===== config.mk =====
export PLATFORM = sky130hd
export DESIGN_NAME = fetch_stage_flat
export DESIGN_NICKNAME = d
export VERILOG_FILES = /design/src/rtl/fetch_stage_if.sv /design/src/rtl/fetch_stage.sv /design/src/flat_wrapper.sv
export SDC_FILE = /design/constraint.sdc
export NUM_CORES = 1
export LEC_CHECK = 0
export CORE_UTILIZATION = 41
export DETAILED_ROUTE_END_ITERATION = 10
export GPL_ROUTABILITY_DRIVEN = 0
export PLACE_DENSITY = 0.85
export SLEW_MARGIN = 20
export SYNTH_ARGS = -nofsm -noshare
export SYNTH_HDL_FRONTEND = slang
export SYNTH_SLANG_ARGS = --single-unit

===== constraint.sdc =====
create_clock -name clock -period 4.8 [get_ports clock]
set_input_delay 0.72 -clock clock [delete_from_list [all_inputs] [get_ports clock]]
set_output_delay 0.72 -clock clock [all_outputs]
set_load 0.02 [all_outputs]

===== src/rtl/fetch_stage_if.sv =====
// rtl/fetch_stage_if.sv - fetch stage ROM, redirect and F/D register bundle
interface fetch_stage_if #(
    parameter int ADDR_W = 12
);
    logic [ADDR_W-1:0] imem_addr;
    logic [31:0]       imem_data;
    logic              stall;
    logic              br_taken;
    logic [ADDR_W-1:0] br_target;
    logic              jr_taken;
    logic [ADDR_W-1:0] jr_target;
    logic [31:0]       ins_out;
    logic [31:0]       pc_out;
    logic [31:0]       jump_out;
    logic              fd_valid;

    modport master (
        output imem_addr, ins_out, pc_out, jump_out, fd_valid,
        input  imem_data, stall, br_taken, br_target, jr_taken, jr_target
    );

    modport slave (
        input  imem_addr, ins_out, pc_out, jump_out, fd_valid,
        output imem_data, stall, br_taken, br_target, jr_taken, jr_target
    );
endinterface


===== src/rtl/fetch_stage.sv =====
// rtl/fetch_stage.sv - instruction fetch with F/D register; FETCH_PERF_EN adds perf counters
module fetch_stage #(
    parameter int          ADDR_W   = 12,
    parameter int unsigned RESET_PC = 0
) (
    input  logic          clock,
    input  logic          aclr,
    fetch_stage_if.master bus
`ifdef FETCH_PERF_EN
    ,
    output logic [31:0]   perf_fetched,
    output logic [31:0]   perf_bubbles
`endif
);

    localparam logic [4:0] OP_J   = 5'b00001;
    localparam logic [4:0] OP_JAL = 5'b00011;

    logic [ADDR_W-1:0] pc;
    logic [ADDR_W-1:0] pc_next;
    logic [ADDR_W-1:0] pc_inc;
    logic              is_jump;
    logic              redirect;

    assign pc_inc   = pc + 1'b1;
    assign is_jump  = (bus.imem_data[31:27] == OP_J) || (bus.imem_data[31:27] == OP_JAL);
    assign redirect = bus.jr_taken || bus.br_taken;

    // The ROM registers its address, so it is fed the next PC to line data up with pc.
    always_comb begin
        pc_next = pc_inc;
        if (aclr)
            pc_next = ADDR_W'(RESET_PC);
        else if (bus.jr_taken)
            pc_next = bus.jr_target;
        else if (bus.br_taken)
            pc_next = bus.br_target;
        else if (bus.stall)
            pc_next = pc;
        else if (is_jump)
            pc_next = bus.imem_data[ADDR_W-1:0];
    end

    assign bus.imem_addr = pc_next;

    always_ff @(posedge clock) begin
        pc <= pc_next;
        if (aclr || redirect) begin
            bus.ins_out  <= '0;
            bus.pc_out   <= '0;
            bus.jump_out <= '0;
            bus.fd_valid <= 1'b0;
        end else if (!bus.stall) begin
            bus.ins_out  <= bus.imem_data;
            bus.pc_out   <= {{(32-ADDR_W){1'b0}}, pc_inc};
            bus.jump_out <= {5'b0, bus.imem_data[26:0]};
            bus.fd_valid <= 1'b1;
        end
    end

`ifdef FETCH_PERF_EN
    always_ff @(posedge clock) begin
        if (aclr) begin
            perf_fetched <= '0;
            perf_bubbles <= '0;
        end else if (redirect || bus.stall) begin
            if (perf_bubbles != 32'hFFFF_FFFF)
                perf_bubbles <= perf_bubbles + 1'b1;
        end else begin
            if (perf_fetched != 32'hFFFF_FFFF)
                perf_fetched <= perf_fetched + 1'b1;
        end
    end
`endif

endmodule

===== src/flat_wrapper.sv =====
// flat-port wrapper written by rule: the top's interface ports become plain ports
module fetch_stage_flat 
#(
    parameter int          ADDR_W   = 12,
    parameter int unsigned RESET_PC = 0
)
  (clock, aclr, bus_imem_addr, bus_ins_out, bus_pc_out, bus_jump_out, bus_fd_valid, bus_imem_data, bus_stall, bus_br_taken, bus_br_target, bus_jr_taken, bus_jr_target);
  fetch_stage_if #(.ADDR_W(ADDR_W)) bus_i ();
  input  logic clock;
  input  logic aclr;
  output wire logic [$bits(bus_i.imem_addr)-1:0] bus_imem_addr;
  output wire logic [$bits(bus_i.ins_out)-1:0] bus_ins_out;
  output wire logic [$bits(bus_i.pc_out)-1:0] bus_pc_out;
  output wire logic [$bits(bus_i.jump_out)-1:0] bus_jump_out;
  output wire logic [$bits(bus_i.fd_valid)-1:0] bus_fd_valid;
  input wire logic [$bits(bus_i.imem_data)-1:0] bus_imem_data;
  input wire logic [$bits(bus_i.stall)-1:0] bus_stall;
  input wire logic [$bits(bus_i.br_taken)-1:0] bus_br_taken;
  input wire logic [$bits(bus_i.br_target)-1:0] bus_br_target;
  input wire logic [$bits(bus_i.jr_taken)-1:0] bus_jr_taken;
  input wire logic [$bits(bus_i.jr_target)-1:0] bus_jr_target;
  assign bus_imem_addr = bus_i.imem_addr;
  assign bus_ins_out = bus_i.ins_out;
  assign bus_pc_out = bus_i.pc_out;
  assign bus_jump_out = bus_i.jump_out;
  assign bus_fd_valid = bus_i.fd_valid;
  assign bus_i.imem_data = bus_imem_data;
  assign bus_i.stall = bus_stall;
  assign bus_i.br_taken = bus_br_taken;
  assign bus_i.br_target = bus_br_target;
  assign bus_i.jr_taken = bus_jr_taken;
  assign bus_i.jr_target = bus_jr_target;
  fetch_stage #(.ADDR_W(ADDR_W), .RESET_PC(RESET_PC)) u_core (.clock(clock), .aclr(aclr), .bus(bus_i));
endmodule

Yosys cells after proc, flatten, opt, wreduce, memory -nomap -nowiden:

Index checks and enable logic that the tools add are counted.

* add/sub/neg operators: 1
* order comparisons: 0
* div/mod/pow operators: 0
* muxes and demuxes: 5
* $mul: 0
* equal/unequal tests: 2
* bitwise operators: 0
* reduce and logical (&&, ||, !) cells: 3
* shift operators: 0

Operators by type and width (number)
* two-way mux 12 bit: 5
* adder 12 x 1 -> 12 bit (second input constant): 1
* == test 5 x 1 -> 1 bit (second input constant): 1
* == test 5 x 2 -> 1 bit (second input constant): 1
* logical OR 1 bit: 3

* bits in writable memories: 0
* memory bits (read-only): 0
* logic and storage cells: 16
* latch bits: 0
* output and inout bits: 109
* register bits: 84
* memories: 0

Longest topological paths before layout:

Gate-level depths: netlist (run 1).

* word-level depth: 7
* depth in mapped cells: 6
* depth with buffers taken out: 5

Least setup slack after synthesis (run 1):

Ideal clock, no wire load.

* kind: input port to output port
* start: in bus_imem_data[31]
* end: out bus_imem_addr[4]
* data required time: 4.080 ns
* data arrival time: 2.284 ns
* slack: 1.796 ns
* cell stages on the path: 5
* buffers on the path: 1
* cells stage by stage: or4b_4 buf_6 a21oi_1 o221ai_1 a221oi_1

* cells in the longest elaborated chain, start to end: 7

Ends and longest elaborated chain
* start, declared: line flat_wrapper.sv:16 `input wire logic [$bits(bus_i.imem_data)-1:0] bus_imem_data;`
* == test 5 x 1 -> 1 bit / == test 5 x 2 -> 1 bit (equally long branches): line fetch_stage.sv:26 `assign is_jump = (bus.imem_data[31:27] == OP_J) || (bus.imem_data[31:27] == OP_JAL);`
* logical OR 1 bit *: line fetch_stage.sv:26
* two-way mux 12 bit *: line fetch_stage.sv:40 `else if (is_jump)`
* two-way mux 12 bit *: line fetch_stage.sv:38 `else if (bus.stall)`
* two-way mux 12 bit *: line fetch_stage.sv:36 `else if (bus.br_taken)`
* two-way mux 12 bit *: line fetch_stage.sv:34 `else if (bus.jr_taken)`
* two-way mux 12 bit *: line fetch_stage.sv:32 `if (aclr)`
* end, declared: line flat_wrapper.sv:11 `output wire logic [$bits(bus_i.imem_addr)-1:0] bus_imem_addr;`

Every way passes the cells marked *; elsewhere a longest branch is shown, timed or not.

Worst setup path after layout (run 1):

Ends and elaborated chain as after synthesis.

==> results.py, run 1 <==
metrics = {
    "worst_setup_path": {
        "crit_buf_inv": 2,
        "crit_family": "buffers and inverters",
        "crit_chain": "clkdlybuf4s50_1 -> or4b_4 -> mux2_2 -> o221ai_1 -> a221oi_1 -> clkdlybuf4s50_1",
        "crit_fanout": 20,
        "end_kind": "output port",
        "critical_path_class": "in -> out",
        "critPathSlowestCell": "or4b_4",
        "max_stage_delay_ps": 700,
        "required_ps": 4080,
        "startpoint_type": "primary input",
        "cp_common_cell": "clkdlybuf4s50_1",
        "rrSetupSlack_ps": 2840,
        "cp.arrival_ps": 3260,
    },
    "global_route": {
        "grt_pass1_vias": 2541,
        "grt_use_met3": 0.0483,
        "overflow": 0,
        "track_usage": 0.206,
        "grt_max_degree": 38,
        "met1_usage": 0.259,
        "grt_util_met2": 0.347,
        "grt_pass1_wl_um": 12200,
        "grt.busiest_layer": "met2",
        "grt_antenna_before_repair": 0,
    },
    "yosys": {
        "synthesis.area_um2": 2980,
        "ys_seq_area_frac": 0.384,
        "synth-seq-cells": 57,
        "synth_flop_cell": "dfxtp_1",
        "syn_inst": 344,
        "ys_warn_count": 0,
        "synth_edf_count": 0,
        "ys_async_sr_fraction": 0,
        "synthDistinctLibCells": 46,
        "postSynthAreaPerCell_um2": 8.65,
    },
    "finish": {
        "fin_cells": 557,
        "n_antenna_cell": 0,
        "layout-drive-gt1-share": 0.0542,
        "fillerInstances": 587,
        "nNetsFinal": 518,
        "area_growth_pct": 46.4,
        "final-seq-area_um2": 1140,
        "finalInstanceArea_um2": 4360,
        "final_util": 0.631,
        "multi_input_area_um2": 1400,
    },
    "place": {
        "place_ws_ps": 833,
        "dp.cells": 541,
        "hpwl_um": 6010,
        "place_area_um2": 4170,
        "portBuffers": 144,
    },
    "job": {
        "maxCapViolations": 0,
    },
    "clock_network": {
        "cts_tree": "yes",
        "htreeDepth": 3,
        "clk_pin_slew_ps": 60,
        "cts_root_buf": "clkbuf_8",
        "numCtsBuffers": 9,
        "holdBufCountCts": 0,
        "clock_latency_ps": 320,
        "ctsResizeCount": 0,
        "clock_sinks": 57,
        "clk_path_buf_depth": 2,
        "cts_setup_buffers": 0,
    },
    "timing": {
        "worst_slew_pin_slew_ps": 678,
        "setup_slack_ps": 815,
        "rsz0062_at_grt": "false",
        "setup_viol": 0,
        "fmax_ghz": 0.251,
        "tns_ps": 0,
        "slew_headroom": 0.544,
        "period_share": 0.830,
        "finClkSkew_ps": 6.57,
        "period_minus_slack_ps": 3980,
        "finalMaxSlewViolations": 0,
        "hold_violations": 0,
        "hold_ws_ps": 458,
    },
    "routing": {
        "drt_iter0_drc": 129,
        "drc": 0,
        "drtPass1Iterations": 4,
        "routedWlPerCell_um": 14.4,
        "antenna_left": 0,
        "routed_wl_um": 8010,
        "vias_per_cell": 4.97,
        "vias": 2770,
    },
    "floorplanning": {
        "core_area_um2": 6910,
        "ioPinCount": 170,
        "die_y_um": 87.2,
        "die_area_um2": 7600,
        "start_util": 0.431,
        "die_w_um": 87.2,
        "fp-row-count": 30,
    },
    "power": {
        "power_mw": 1.17,
        "ir_drop_v": 0.000185,
        "p_leak_nw": 1.69,
        "p_per_area_nw_per_um2": 268,
    },
    "status": {
        "status": "finished clean",
    },
    "hold_path": {
        "hold_class": "reg -> reg",
    },
}
==> kinds of logic (layout without fill, tap and decap cells) <==
logic type	after synthesis	after routing	share of synthesized area
flops	57	57	0.384
other cells	1	25	0.00126
xor+xnor	8	8	0.0236
fa+ha+maj	1	1	0.00420
simple gates	97	97	0.150
compound gates	66	66	0.148
mux	33	33	0.114
buf+inv	81	174	0.175
==> synth_stat cells, drive strengths merged, types with 4 or more instances <==
master,instances,share of area
a21oi,19,0.032
a31oi,4,0.0084
buf,62,0.15
clkbuf,9,0.011
dfxtp,57,0.38
inv,9,0.011
mux2i,30,0.10
nand2,24,0.030
nand2b,7,0.015
nand3,7,0.012
nor2,43,0.054
o211a,4,0.013
o21ai,17,0.029
o221ai,5,0.015
xnor2,8,0.024
==> layout by cell type, fill, tap and decap left out, drive strengths merged, types with 4 or more instances in the layout <==
| cell type | n |
|---|---|
| a31oi | 4 |
| nand2b | 7 |
| inv | 9 |
| o211a | 4 |
| o21ai | 17 |
| a21oi | 19 |
| nand2 | 24 |
| buf | 5 |
| o221ai | 5 |
| conb | 25 |
| clkdlybuf4s50 | 143 |
| mux2i | 30 |
| nor2 | 43 |
| xnor2 | 8 |
| nand3 | 7 |
| clkbuf | 13 |
| dfxtp | 57 |
==> flip-flops by register name (all words and copies together), names as in the netlist <==
name / flops
u_core.bus.fd_valid: 1
u_core.bus.pc_out: 12
u_core.pc: 12
u_core.bus.ins_out: 32
==> worst reg2reg max path: cells and delay by family (launching register included) <==
| family | cells | cell delay [ps] |
|---|---|---|
| AO/OA/AOI/OAI | 2 | 600 |
| flip-flops | 1 | 450 |
| AND/OR/NAND/NOR | 1 | 370 |
| adder cells (fa/ha/maj) | 1 | 350 |
| buffers and inverters | 1 | 100 |
==> final timing paths <==
| kind | from | endpoint | cells after the start |
|---|---|---|---|
| setup / recovery | bus_imem_data[31] | bus_imem_addr[4] | 6 |
| hold / removal | u_core.bus.fd_valid | u_core.bus.fd_valid | 1 |
| setup reg to reg | u_core.pc[0] | u_core.pc[6] | 5 |
| hold reg to reg | u_core.bus.fd_valid | u_core.bus.fd_valid | 1 |
==> layer usage <==
layer  up-vias  wire, um  part of all wire
met2       138      3850              0.48
met5         -         0                 0
met3        10       637             0.080
met4         0        91             0.011
li1       1339         -                 -
met1      1283      3430              0.43
==> where the power goes <==
part | leakage (nW) | total, mW | switching (mW) | internal (mW)
combinational | 1.13 | 0.232 | 0.119 | 0.113
sequential | 0.465 | 0.506 | 0.0168 | 0.490
clock | 0.0974 | 0.428 | 0.175 | 0.253
==> layout make-up <==
class / count / share of cell area
clock buffer: 13 / 0.0342
timing repair buffer: 148 / 0.337
clock inverter: 3 / 0.00919
sequential: 57 / 0.262
inverter: 10 / 0.00862
tap: 96 / 0.0276
multi-input combinational: 230 / 0.322
Note: power is estimated with default switching activity, not from simulation.
==> run 2: changes to the inputs <==
CORE_UTILIZATION = 39   (was 41)
PLACE_DENSITY = 0.82   (was 0.85)
clock period = 3.9 ns   (was 4.8 ns; I/O delays follow)
==> run 2 against run 1 <==
Via count down 0.43%. Clock skew up 1.6 ps. Clock power rose by 26%. Critical endpoint unchanged. Highest routed layer unchanged. Largest cell class unchanged.
==> results.py, run 2 (same netlist as run 1, synthesis figures left out) <==
metrics = {
    "timing": {
        "period_minus_slack_ps": 3660,
        "slew_headroom": 0.447,
        "rsz0062_at_grt": "false",
        "setup_slack_ps": 238,
        "setup_viol": 0,
        "finClkSkew_ps": 8.19,
        "tns_ps": 0,
        "fmax_ghz": 0.273,
        "worst_slew_pin_slew_ps": 823,
        "hold_violations": 0,
        "period_share": 0.939,
        "finalMaxSlewViolations": 0,
        "hold_ws_ps": 457,
    },
    "finish": {
        "largestRegisters": "u_core.bus.ins_out (32), u_core.bus.pc_out (12), u_core.pc (12)",
        "fin_cells": 564,
        "layout-drive-gt1-share": 0.0667,
        "nNetsFinal": 522,
        "n_antenna_cell": 0,
        "most-common-layout-cells": "clkdlybuf4s50_1, dfxtp_1, nor2_1",
        "fillerInstances": 628,
        "largest_reg_flops": 32,
        "regMostFlops": "u_core.bus.ins_out",
        "final_common_cell": "clkdlybuf4s50_1",
        "final_util": 0.600,
        "area_growth_pct": 47.8,
        "finalInstanceArea_um2": 4400,
    },
    "worst_setup_path": {
        "end_kind": "output port",
        "cp.arrival_ps": 3080,
        "required_ps": 3310,
        "startpoint_type": "primary input",
        "critical_path_class": "in -> out",
        "crit_fanout": 14,
    },
    "floorplanning": {
        "die_y_um": 89.3,
        "die_area_um2": 7980,
        "ioPinCount": 170,
        "core_area_um2": 7330,
        "die_w_um": 89.3,
        "start_util": 0.406,
        "fp-row-count": 31,
    },
    "global_route": {
        "grt_use_met3": 0.0665,
        "track_usage": 0.204,
        "overflow": 0,
        "grt_pass1_vias": 2578,
        "met1_usage": 0.229,
        "grt_antenna_before_repair": 0,
        "grt_max_degree": 39,
        "grt_util_met2": 0.360,
        "grt_pass1_wl_um": 12200,
        "grt.busiest_layer": "met2",
    },
    "routing": {
        "antenna_left": 0,
        "drt_iter0_drc": 81,
        "routed_wl_um": 8060,
        "drtPass1Iterations": 4,
        "vias_per_cell": 4.89,
        "routedWlPerCell_um": 14.3,
        "vias": 2758,
        "drc": 0,
    },
    "power": {
        "power_mw": 1.45,
        "p_per_area_nw_per_um2": 330,
        "ir_drop_v": 0.000201,
        "p_leak_nw": 1.70,
    },
    "clock_network": {
        "clk_path_buf_depth": 2,
        "cts_setup_buffers": 0,
        "holdBufCountCts": 0,
        "htreeDepth": 3,
        "ctsResizeCount": 0,
        "numCtsBuffers": 9,
        "clock_sinks": 57,
        "clk_pin_slew_ps": 60,
        "clock_latency_ps": 340,
        "cts_root_buf": "clkbuf_8",
        "cts_tree": "yes",
    },
    "place": {
        "dp.cells": 548,
        "place_ws_ps": 228,
        "place_area_um2": 4200,
        "portBuffers": 144,
        "hpwl_um": 6060,
    },
    "job": {
        "maxCapViolations": 0,
    },
    "status": {
        "status": "finished clean",
    },
    "hold_path": {
        "hold_class": "reg -> reg",
    },
}
-- run 2: cell count changes in the layout (fill, tap and decap cells not counted) --
cell / delta
buf_4: +4
clkinvlp_4: +2
clkbuf_1: -2
-- run 2: final cells by class --
| cell class | count | area, um2 | area share |
|---|---|---|---|
| Inverter | 10 | 37.5 | 0.00853 |
| Clock inverter | 5 | 55.1 | 0.0125 |
| Timing Repair Buffer | 152 | 1500 | 0.340 |
| Tap cell | 99 | 124 | 0.0282 |
| Clock buffer | 11 | 141 | 0.0321 |
| Sequential cell | 57 | 1140 | 0.259 |
| Multi-Input combinational cell | 230 | 1400 | 0.319 |
-- run 2: where the power goes --
| part | switching, mW | leakage (nW) | internal [mW] |
|---|---|---|---|
| sequential | 0.0210 | 0.465 | 0.602 |
| clock | 0.231 | 0.0953 | 0.310 |
| combinational | 0.146 | 1.14 | 0.141 |
| total | 0.399 | 1.70 | 1.05 |
-- run 2: path summary, 6_finish.rpt --
| path | from | end | slack, ps | depth (start not counted) |
|---|---|---|---|---|
| hold / removal | u_core.bus.fd_valid | u_core.bus.fd_valid | 460 | 1 |
| hold reg to reg | u_core.bus.fd_valid | u_core.bus.fd_valid | 460 | 1 |
| setup reg to reg | u_core.pc[0] | u_core.pc[6] | 1830 | 5 |
| setup / recovery | bus_imem_data[29] | bus_imem_addr[4] | 240 | 6 |
-- run 2: worst max-delay path, stage by stage --
cell and delay (ps):
clkdlybuf4s50_1 460, or4b_4 660, mux2_2 270, o221ai_1 100, a221oi_1 310, clkdlybuf4s50_1 690
-- run 2: layer usage --
layer,up-vias,part of all wire
met2,107,0.51
met4,0,0.012
met1,1290,0.41
met5,-,0
met3,10,0.069
li1,1351,-
==> patch (config.mk and constraints of run 1) <==
`ADDR_W` is set to 12 in 3 places; all go to 11.
--- a/src/rtl/fetch_stage_if.sv
+++ b/src/rtl/fetch_stage_if.sv
@@ -2,3 +2,3 @@
 interface fetch_stage_if #(
-    parameter int ADDR_W = 12
+    parameter int ADDR_W = 11
 );
--- a/src/rtl/fetch_stage.sv
+++ b/src/rtl/fetch_stage.sv
@@ -2,3 +2,3 @@
 module fetch_stage #(
-    parameter int          ADDR_W   = 12,
+    parameter int          ADDR_W   = 11,
     parameter int unsigned RESET_PC = 0
--- a/src/flat_wrapper.sv
+++ b/src/flat_wrapper.sv
@@ -3,3 +3,3 @@
 #(
-    parameter int          ADDR_W   = 12,
+    parameter int          ADDR_W   = 11,
     parameter int unsigned RESET_PC = 0
Ports: changed (resized bus_br_target, bus_imem_addr and bus_jr_target); port bits go from 170 to 167. The function was not compared with the original's and may differ.
==> patch against run 1 <==
First-iteration DRC count decreased by 33%; fmax down 1.8%; via count decreased by 8.1%; wire length decreased by 5.2%; worst setup slack got worse by 72 ps; design area is 7.2% lower; count of clock-buffer cells in the layout is 8 lower; sequential cell count decreased by 2; synthesized cell count down 6.1%; power fell by 17%; synthesized area decreased by 5.0%; combinational power shrank 6%.
==> patch: results (changes against run 1) <==
- FF-to-FF End: u_core.pc[10]
- Clk_lat worst skew: 300 ps (-20 ps)
- CTS H-tree depth: 2 (-1)
- PortBufs: 140 (-2.8%)
- Clock transition at path regs: 100 ps (+40 ps)
- Synth Area in Adders: 0.4429% (+0.022 points)
- Leakage power: 0.001575 µW (-6.7%)
- Sw power: 285.5 µW (-8.1%)
- Largest net degree at the start of global routing: 36 (-5.3%)
- Dpl ws: 750.1 ps (-82.80 ps)
- Vias: 2547 (-8.1%)
- # placed instances: 496 (-8.3%)
- Fin nets: 486 (-6.2%)
- WL final: 7592 µm (-5.2%)
- Outcome: finished, final reports clean
- Initial DRC Count: 87 (-33%)
- Xor and xnor area share after synthesis: 1.860% (-0.49 points)
- Portion of netlist area occupied by mux cells: 11.34% (-0.017 points)
- Seq/Total Area, Yosys: 38.97% (+0.62 points)
- Biggest regs: u_core.bus.ins_out: 32 flops, u_core.bus.pc_out: 11 flops, u_core.pc: 11 flops
- Synth top cells by count: 55 x dfxtp_1, 53 x buf_4, 39 x nor2_1, 32 x mux2i_1, 26 x nand2_1
- Final hold slack: 470.4 ps (+12.07 ps)
- Comb pwr: 218 µW (-6%)
- Slew margin rel.: 46.06% (-8.4 points)
- Wirelength per Cell: 15.06 µm (+4.8%)
- Layout cells sized above 1: 4.450% (-0.97 points)
- Fmax: 246.5 MHz (-1.8%)
- Clock Power Share: 27.1% (-9.6 points)
- Fillers: 562 (-4.3%)
- FF-to-FF setup slack: 2990 ps (+150 ps)
- Compound-gate portion of the synthesized area: 15.15% (+0.30 points)
- Synth Area per Inst: 8.747 µm² (+1.1%)
- Critical Path AT: 3340 ps (+80 ps)
- Number of global-route vias before repair: 2440 (-4.0%)
- Post-Place Cell Area: 0.003950 mm² (-5.2%)
-- patch: cell types whose count changed after synthesis, moves of 3 or more --
cell     before  now
a21oi_1      19   11
inv_1         9    5
nor2_1       43   39
o21ai_1       4    0
xnor2_1       8    4
a31oi_1       4    7
o21ai_0      13   16
-- patch: final cells by class --
| type | count | area (µm²) | share of cell area (%) |
|---|---|---|---|
| timing repair buffer | 142 | 1411 | 34.91 |
| clock buffer | 5 | 68.82 | 1.702 |
| inverter | 7 | 26.28 | 0.6500 |
| sequential | 55 | 1101 | 27.24 |
| tap | 77 | 96.34 | 2.383 |
| multi-input combinational | 215 | 1315 | 32.53 |
| clock inverter | 3 | 23.77 | 0.5881 |
-- patch: layer usage --
metal  global-route usage, %  vias to the layer above  part of all wire, %
met2                   36.44                      123                   49
met5                       0                        -                    0
li1                        -                     1244                    -
met1                   24.98                     1174                   40
met3                   6.615                        6                  9.6
met4                   5.701                        0                  1.1
